`config.mk`:
```
export PLATFORM = sky130hd
export DESIGN_NAME = ps2_host_tx
export DESIGN_NICKNAME = d
export VERILOG_FILES = /design/src/rtl/ps2_host_tx.sv
export SDC_FILE = /design/constraint.sdc
export NUM_CORES = 1
export LEC_CHECK = 0
export CAP_MARGIN = 15
export CORE_MARGIN = 10
export CORE_UTILIZATION = 60
export DETAILED_ROUTE_END_ITERATION = 7
export GPL_TIMING_DRIVEN = 0
export PLACE_DENSITY = 0.94
export SYNTH_ARGS = -nofsm -noshare
export SYNTH_HDL_FRONTEND = slang
export SYNTH_SLANG_ARGS = --single-unit
```
`constraint.sdc`:
```
create_clock -name clk -period 3.25 [get_ports clk]
set_clock_uncertainty 0.2 [all_clocks]
set_input_delay 0.4875 -clock clk [delete_from_list [all_inputs] [get_ports clk]]
set_output_delay 0.4875 -clock clk [all_outputs]
set_load 0.1 [all_outputs]
```
`src/rtl/ps2_host_tx.sv`:
```
// ps2_host_tx: PS/2 host-to-device command transmitter (inhibit, RTS, 11-bit frame, ACK check).
// Define PS2_TX_TIMEOUT_EN to abort a transfer that stalls for TIMEOUT_CYCLES after RTS.
module ps2_host_tx #(
    parameter int INHIBIT_CYCLES = 5000,
    parameter int TIMEOUT_CYCLES = 750000
) (
    input  logic       clk,
    input  logic       resetn,
    input  logic [7:0] tx_data,
    input  logic       tx_valid,
    output logic       tx_ready,
    output logic       tx_done,
    output logic       tx_error,
    output logic       busy,
    input  logic       ps2_clk_in,
    input  logic       ps2_dat_in,
    output logic       ps2_clk_oe,
    output logic       ps2_dat_oe
);
    typedef enum logic [2:0] {IDLE, INHIBIT, RTS, SEND, ACK, WAIT_IDLE} state_t;
    localparam int IW = $clog2(INHIBIT_CYCLES + 1);
    localparam logic [IW-1:0] INH_LAST = IW'(INHIBIT_CYCLES - 1);
    state_t        state_q, state_d;
    logic [8:0]    shift_q, shift_d;
    logic [3:0]    bit_cnt_q, bit_cnt_d;
    logic [IW-1:0] inh_cnt_q, inh_cnt_d;
    logic [1:0]    clk_sync_q, clk_sync_d, dat_sync_q, dat_sync_d;
    logic          clk_prev_q, clk_prev_d;
    logic          clk_oe_q, clk_oe_d, dat_oe_q, dat_oe_d;
    logic          done_q, done_d, err_q, err_d, ready_q, ready_d;
    logic          clk_s, dat_s, fall;
`ifdef PS2_TX_TIMEOUT_EN
    localparam int TW = $clog2(TIMEOUT_CYCLES + 1);
    localparam logic [TW-1:0] TO_LAST = TW'(TIMEOUT_CYCLES - 1);
    logic [TW-1:0] to_cnt_q, to_cnt_d;
    logic          timing;
`endif
    assign clk_s      = clk_sync_q[1];
    assign dat_s      = dat_sync_q[1];
    assign fall       = clk_prev_q & ~clk_s;
    assign tx_ready   = ready_q;
    assign tx_done    = done_q;
    assign tx_error   = err_q;
    assign busy       = state_q != IDLE;
    assign ps2_clk_oe = clk_oe_q;
    assign ps2_dat_oe = dat_oe_q;
    always_comb begin
        clk_sync_d = {clk_sync_q[0], ps2_clk_in};
        dat_sync_d = {dat_sync_q[0], ps2_dat_in};
        clk_prev_d = clk_s;
        state_d    = state_q;
        shift_d    = shift_q;
        bit_cnt_d  = bit_cnt_q;
        inh_cnt_d  = inh_cnt_q;
        clk_oe_d   = clk_oe_q;
        dat_oe_d   = dat_oe_q;
        done_d     = 1'b0;
        err_d      = 1'b0;
        case (state_q)
            IDLE: if (tx_valid && ready_q) begin
                shift_d   = {~^tx_data, tx_data};
                inh_cnt_d = '0;
                bit_cnt_d = '0;
                clk_oe_d  = 1'b1;
                state_d   = INHIBIT;
            end
            INHIBIT: if (inh_cnt_q == INH_LAST) begin
                dat_oe_d = 1'b1;
                state_d  = RTS;
            end else begin
                inh_cnt_d = inh_cnt_q + 1'b1;
            end
            RTS: begin
                clk_oe_d  = 1'b0;
                bit_cnt_d = '0;
                state_d   = SEND;
            end
            SEND: if (fall) begin
                bit_cnt_d = bit_cnt_q + 1'b1;
                if (bit_cnt_q == 4'd9) begin
                    dat_oe_d = 1'b0;
                    state_d  = ACK;
                end else begin
                    dat_oe_d = ~shift_q[0];
                    shift_d  = shift_q >> 1;
                end
            end
            ACK: if (fall) begin
                err_d   = dat_s;
                state_d = dat_s ? IDLE : WAIT_IDLE;
            end
            WAIT_IDLE: if (clk_s && dat_s) begin
                done_d  = 1'b1;
                state_d = IDLE;
            end
            default: state_d = IDLE;
        endcase
`ifdef PS2_TX_TIMEOUT_EN
        // The timeout wins over any line event seen in the same cycle.
        timing   = state_q inside {RTS, SEND, ACK, WAIT_IDLE};
        to_cnt_d = timing ? to_cnt_q + 1'b1 : '0;
        if (timing && to_cnt_q == TO_LAST) begin
            clk_oe_d = 1'b0;
            dat_oe_d = 1'b0;
            done_d   = 1'b0;
            err_d    = 1'b1;
            state_d  = IDLE;
        end
`endif
        ready_d = state_d == IDLE && !done_d && !err_d;
    end
    always_ff @(posedge clk) begin
        if (!resetn) begin
            state_q    <= IDLE;
            shift_q    <= '0;
            bit_cnt_q  <= '0;
            inh_cnt_q  <= '0;
            clk_sync_q <= 2'b11;
            dat_sync_q <= 2'b11;
            clk_prev_q <= 1'b1;
            clk_oe_q   <= 1'b0;
            dat_oe_q   <= 1'b0;
            done_q     <= 1'b0;
            err_q      <= 1'b0;
            ready_q    <= 1'b1;
`ifdef PS2_TX_TIMEOUT_EN
            to_cnt_q   <= '0;
`endif
        end else begin
            state_q    <= state_d;
            shift_q    <= shift_d;
            bit_cnt_q  <= bit_cnt_d;
            inh_cnt_q  <= inh_cnt_d;
            clk_sync_q <= clk_sync_d;
            dat_sync_q <= dat_sync_d;
            clk_prev_q <= clk_prev_d;
            clk_oe_q   <= clk_oe_d;
            dat_oe_q   <= dat_oe_d;
            done_q     <= done_d;
            err_q      <= err_d;
            ready_q    <= ready_d;
`ifdef PS2_TX_TIMEOUT_EN
            to_cnt_q   <= to_cnt_d;
`endif
        end
    end
endmodule

```
# ---- Yosys cells after proc, flatten, opt, wreduce, memory -nomap -nowiden
# Index checks and enable logic that the tools add are counted.
dict set report classes {
  addsub 2
  eq_ne 12
  muxes 28
  bitwise_logic 3
  reduce_logical 20
}
# operator n
set ops {}
lappend ops {{9-bit two-way mux} 3}
lappend ops {{13-bit two-way mux} 2}
lappend ops {{13-bit one-hot mux with 2 select lines} 1}
lappend ops {{3-bit two-way mux} 7}
lappend ops {{3-bit one-hot mux with 6 select lines} 1}
lappend ops {{9-bit one-hot mux with 2 select lines} 1}
lappend ops {{13-bit by 1-bit adder with 13-bit output, second input constant} 1}
lappend ops {{13-bit == test, second input constant} 1}
lappend ops {{4-bit one-hot mux with 3 select lines} 1}
lappend ops {{2-bit != test, second input constant} 5}
lappend ops {{3-bit AND reduction} 3}
lappend ops {{1-bit two-way mux} 8}
lappend ops {{4-bit two-way mux} 2}
lappend ops {{2-bit nonzero test} 4}
lappend ops {{8-bit XNOR reduction} 1}
lappend ops {{3-bit by 2-bit == test with 1-bit output, second input constant} 2}
lappend ops {{3-bit == test, second input constant} 2}
lappend ops {{3-bit zero test} 2}
lappend ops {{3-bit nonzero test} 2}
lappend ops {{4-bit by 1-bit adder with 4-bit output, second input constant} 1}
lappend ops {{4-bit == test, second input constant} 1}
lappend ops {{1-bit logical AND} 4}
lappend ops {{1-bit one-hot mux with 2 select lines} 2}
lappend ops {{4-bit AND reduction} 1}
lappend ops {{other kinds (5)} 7}
dict set report totals {
  register_bits 39
  in_bits 13
  output_inout_bits 6
  word_cells 77
}

# ---- Logic depth before layout (Yosys ltp)
# Gate-level depths: netlist (run 1).
dict set report logic_depth {
  word_depth 7
  depth_mapped 7
}

# ---- Worst setup path before layout (run 1)
# No wires, ideal clock.
dict set report synth_path {
  path_type {register to register}
  start {reg ready_q (netlist: tx_ready)}
  end {reg inh_cnt_q[3]}
  setup_time_ns 0.071
  arrival_ns 2.177
  t_required_ns 2.979
  setup_slack_ns 0.802
  path_stages_with_launch 5
  n_path_buf 0
  path_cell_list {dfxtp_1 > a21o_1 > nand2_1 > or4_2 > a21oi_1}
}
dict set report synth_via {
  elab_chain_cells 3
}
# element line_no
set synth_rtl {}
lappend synth_rtl {{from (decl)} 30} ;# logic done_q, done_d, err_q, err_d, ready_q, ready_d;
lappend synth_rtl {{from (signal assigned)} 141} ;# ready_q <= ready_d;
lappend synth_rtl {{1-bit logical AND} 60} ;# IDLE: if (tx_valid && ready_q) begin
lappend synth_rtl {{2-bit != test (no source line)} -}
lappend synth_rtl {{3-bit AND reduction (no source line)} -}
lappend synth_rtl {{to (signal assigned)} 133} ;# inh_cnt_q <= inh_cnt_d;
lappend synth_rtl {{to (decl)} 26} ;# logic [IW-1:0] inh_cnt_q, inh_cnt_d;
# Every way passes these cells.
# A chain may end at the register's enable or synchronous reset.

# ---- Worst setup path after layout (run 1)
dict set report layout_path {
  start {reg state_q[0]}
  end {out busy}
}
dict set report layout_via {
  elab_chain_cells 1
}
# element line_no
set layout_rtl {}
lappend layout_rtl {{from (decl)} 23} ;# state_t state_q, state_d;
lappend layout_rtl {{from (signal assigned)} 130} ;# state_q <= state_d;
lappend layout_rtl {{3-bit nonzero test} 44} ;# assign busy = state_q != IDLE;
lappend layout_rtl {{to (decl)} 14} ;# output logic busy,
# Every way passes these cells.

==> results of run 1 <==
[registers in the layout, summed over array words and instances (netlist names)]
register and cells:
bit_cnt_q 4, clk_prev_q 1, clk_sync_q 2, dat_sync_q 2, inh_cnt_q 13, ps2_clk_oe 1
ps2_dat_oe 1, shift_q 9, state_q 3, tx_done 1, tx_error 1, tx_ready 1
[layer usage]
layer | GRT usage | vias up | part of all wire
met5 | 0 | - | 0
met4 | 0.0818 | 0 | 0.022
met3 | 0.0366 | 9 | 0.047
met2 | 0.247 | 40 | 0.48
met1 | 0.165 | 788 | 0.45
li1 | - | 826 | -
[how the worst max path moves through the flow]
stage	startpoint	end	depth (start not counted)
after floorplan	tx_ready$_SDFF_PN1_	inh_cnt_q[3]$_SDFFE_PN0P_	4
after global placement	state_q[0]$_SDFF_PN0_	busy	4
after detailed placement	state_q[0]$_SDFF_PN0_	busy	4
after CTS	state_q[0]$_SDFF_PN0_	busy	4
after global routing	state_q[0]$_SDFF_PN0_	busy	4
final	state_q[0]$_SDFF_PN0_	busy	4
[power by group]
group          internal, mW  switching [mW]  leakage (nW)
registers             0.502          0.0161         0.318
clock network         0.100           0.153        0.0341
logic                0.0704           0.118         0.488
[layout make-up]
| class | instances | area (sq um) |
|---|---|---|
| clock inverter | 1 | 5.00 |
| fill | 234 | 842 |
| multi-input combinational | 155 | 1060 |
| sequential | 39 | 781 |
| timing repair buffer | 18 | 180 |
| tap | 44 | 55.1 |
| buffer | 10 | 56.3 |
| clock buffer | 6 | 51.3 |
| inverter | 7 | 26.3 |
[through the flow]
step                cell area, sq um   util  instances  worst slack [ns]  hold slack (ns)
floorplan                       1920      -        211             0.802            0.186
global placement                2150  0.706        273             0.671            0.188
detailed placement              2150  0.706        273             0.645            0.193
CTS                             2210  0.724        280             0.250            0.219
global route                    2210  0.724        280             0.106            0.240
finish                          2210  0.724        280             0.252            0.217
[layout by cell type (no fill, tap or decap), types with 2 or more instances in the layout]
| master | instances |
|---|---|
| o21ai_0 | 12 |
| clkdlybuf4s50_1 | 18 |
| xnor2_1 | 7 |
| nand3_1 | 7 |
| clkbuf_4 | 5 |
| a21oi_1 | 15 |
| o211ai_1 | 2 |
| buf_2 | 3 |
| or4_1 | 2 |
| nor3_1 | 5 |
| or3_1 | 5 |
| a21o_1 | 2 |
| xor2_1 | 3 |
| nand2_1 | 9 |
| mux2i_1 | 8 |
| a211oi_1 | 7 |
| dfxtp_1 | 39 |
| nor2_1 | 17 |
| nor3b_1 | 2 |
| nand3b_1 | 2 |
| buf_4 | 2 |
| nand4_1 | 6 |
| or4b_4 | 2 |
| ha_1 | 3 |
| clkbuf_1 | 3 |
| o31ai_1 | 6 |
| or4_2 | 3 |
| a21boi_0 | 2 |
| nand2b_1 | 8 |
| inv_1 | 7 |
| and3_1 | 2 |
[kinds of logic after synthesis]
family / after synthesis
flip-flops: 39
AO/OA/AOI/OAI: 56
buffers and inverters: 17
XOR/XNOR: 10
adder cells (fa/ha/maj): 3
AND/OR/NAND/NOR: 78
multiplexers: 8
==> metrics.txt, run 1 <==
status completed; n_diodes 0; Die H around 77 um; EDFF count, synth 0; vias in the first global route between 1500 and 2000; Area Growth Syn to Fin 15.2%; Fin. Hold Viols 0; Simple-Gate Fraction of Synth Area 0.243; vias between 1500 and 2000; cell accounting for the most synthesized area dfxtp_1; share of layout cells above drive strength 1 0.106; DPL Wire Length just over 3 mm; compound-gate portion of the synthesized area 0.201; pin count of the biggest net entering global routing 12; XOR/XNOR share of the synthesized area 0.0456; DRT Wirelength roughly 4.2 mm; initial drt markers between 150 and 200; WP data arrival 2.31 ns; H-Tree Level Count 2; max_cap viols 0; FP Rows 20; post-synthesis cell area ~1900 sq um; FF-to-FF setup slack approximately 1.2 ns; Avg Cell Area, Syn slightly above 9 sq um; Post-synth ARST share 0; Mapped Cells between 200 and 250; hold path endpoint clk_sync_q[1]$_SDFF_PN1_; RSZ-0062 raised after global routing no; sequential area share after synthesis 0.407; Synth top cells by count 39 x dfxtp_1, 17 x nor2_1, 15 x a21oi_1; DR WL/cell 14.9 um; drt first pass iters 5; highest clock rate between 300 and 400 MHz; adder-cell share of the synthesized area 0.0196; Initial Util 0.629; Worst path slowest cell clkdlybuf4s50_1; CTS tree yes; I/O Pins 19; FF-to-FF path depth 7; largest cells by area after synthesis dfxtp_1 41%, mux2i_1 4.2%, a21oi_1 3.9%; Yosys cell types 49; hold_sp clk_sync_q[0]$_SDFF_PN1_; CTS sink cnt 39; Startpoint Class register; Core ar. approximately 3100 sq um; CP top delay family buffers and inverters; Worst VDD drop ~0.34 mV; Worst slew margin 0.352; PwrDens around 430 nW/um^2; setup tns final 0 ns; Resize count post-CTS 0; DRC 0; Final Max Slew Viols 0; Syn Nets roughly 230; vias per cell roughly 5.9; hold path cells 1; most common cell in the netlist dfxtp_1; final antenna-violating net count 0; CTS max path bufs 2; post-CTS setup buffer count 0; crit-path max FO 10; worst hold-check path type reg -> reg; CP cell instances buf_4, nor3_1, inv_1, clkdlybuf4s50_1; total global routing overflow 0; largest family of logic cells by synthesized area simple AND/OR/NAND/NOR gates; CTS root buf clkbuf_4; max incr delay on CP 0.99 ns; Tmin final approximately 3.0 ns; Tot Pwr approximately 0.96 mW; Final Wtd Congestion just over 0.8; initial antenna violation count 0; die width approximately 77 um; input/output buffers 18; most used flip-flop cell after synthesis dfxtp_1; crit share post-route 0.923; count of hold-fix buffers inserted at cts 0; Critical Path Sink Type output pin; #FFs+latches synth 39; top-area cell type share of the netlist area 0.407; post-synthesis mux area share 0.0417; FF-to-FF End shift_q[5]$_SDFFE_PN0P_; count of final setup violators 0; first-pass GRT wire length ~7.1 mm; worst path required time between 2 and 3 ns; Total GRT Usage 0.147; leakage roughly 0.84 nW; Worst-path clk slew ~0.11 ns; worst-skew pair later-pin latency ~0.35 ns; worst reg2reg startpoint bit_cnt_q[1]$_SDFFE_PN0P_; Num CTS Buffers 5; Worst Tran Pin Value between 0.9 and 1 ns; critical path class reg -> out; yosys synthesis warning count 0; CP Buf/Inv Count 3; die area between 5000 and 6000 sq um; Nets about 250
No activity file was read; power rests on OpenSTA's default activity.
==> run 2, diff against run 1 <==
- SETUP_SLACK_MARGIN: default -> 0.02
==> results of run 2 <==
Same layout as run 1: the final DEF is identical, and so are final timing and power.
==> run 3, diff against run 2 <==
--- a/constraint.sdc
+++ b/constraint.sdc
@@ -4,2 +4,2 @@
 set_output_delay 0.4875 -clock clk [all_outputs]
-set_load 0.1 [all_outputs]
+set_load 0.05 [all_outputs]
==> results of run 3 <==
Same layout as run 1 (identical final DEF). Status: completed.
Main changes from that run: setup slack after placement 0.645 ns -> 0.704 ns; setup slack after layout 0.252 ns -> 0.520 ns; total power 0.960 mW -> 0.940 mW
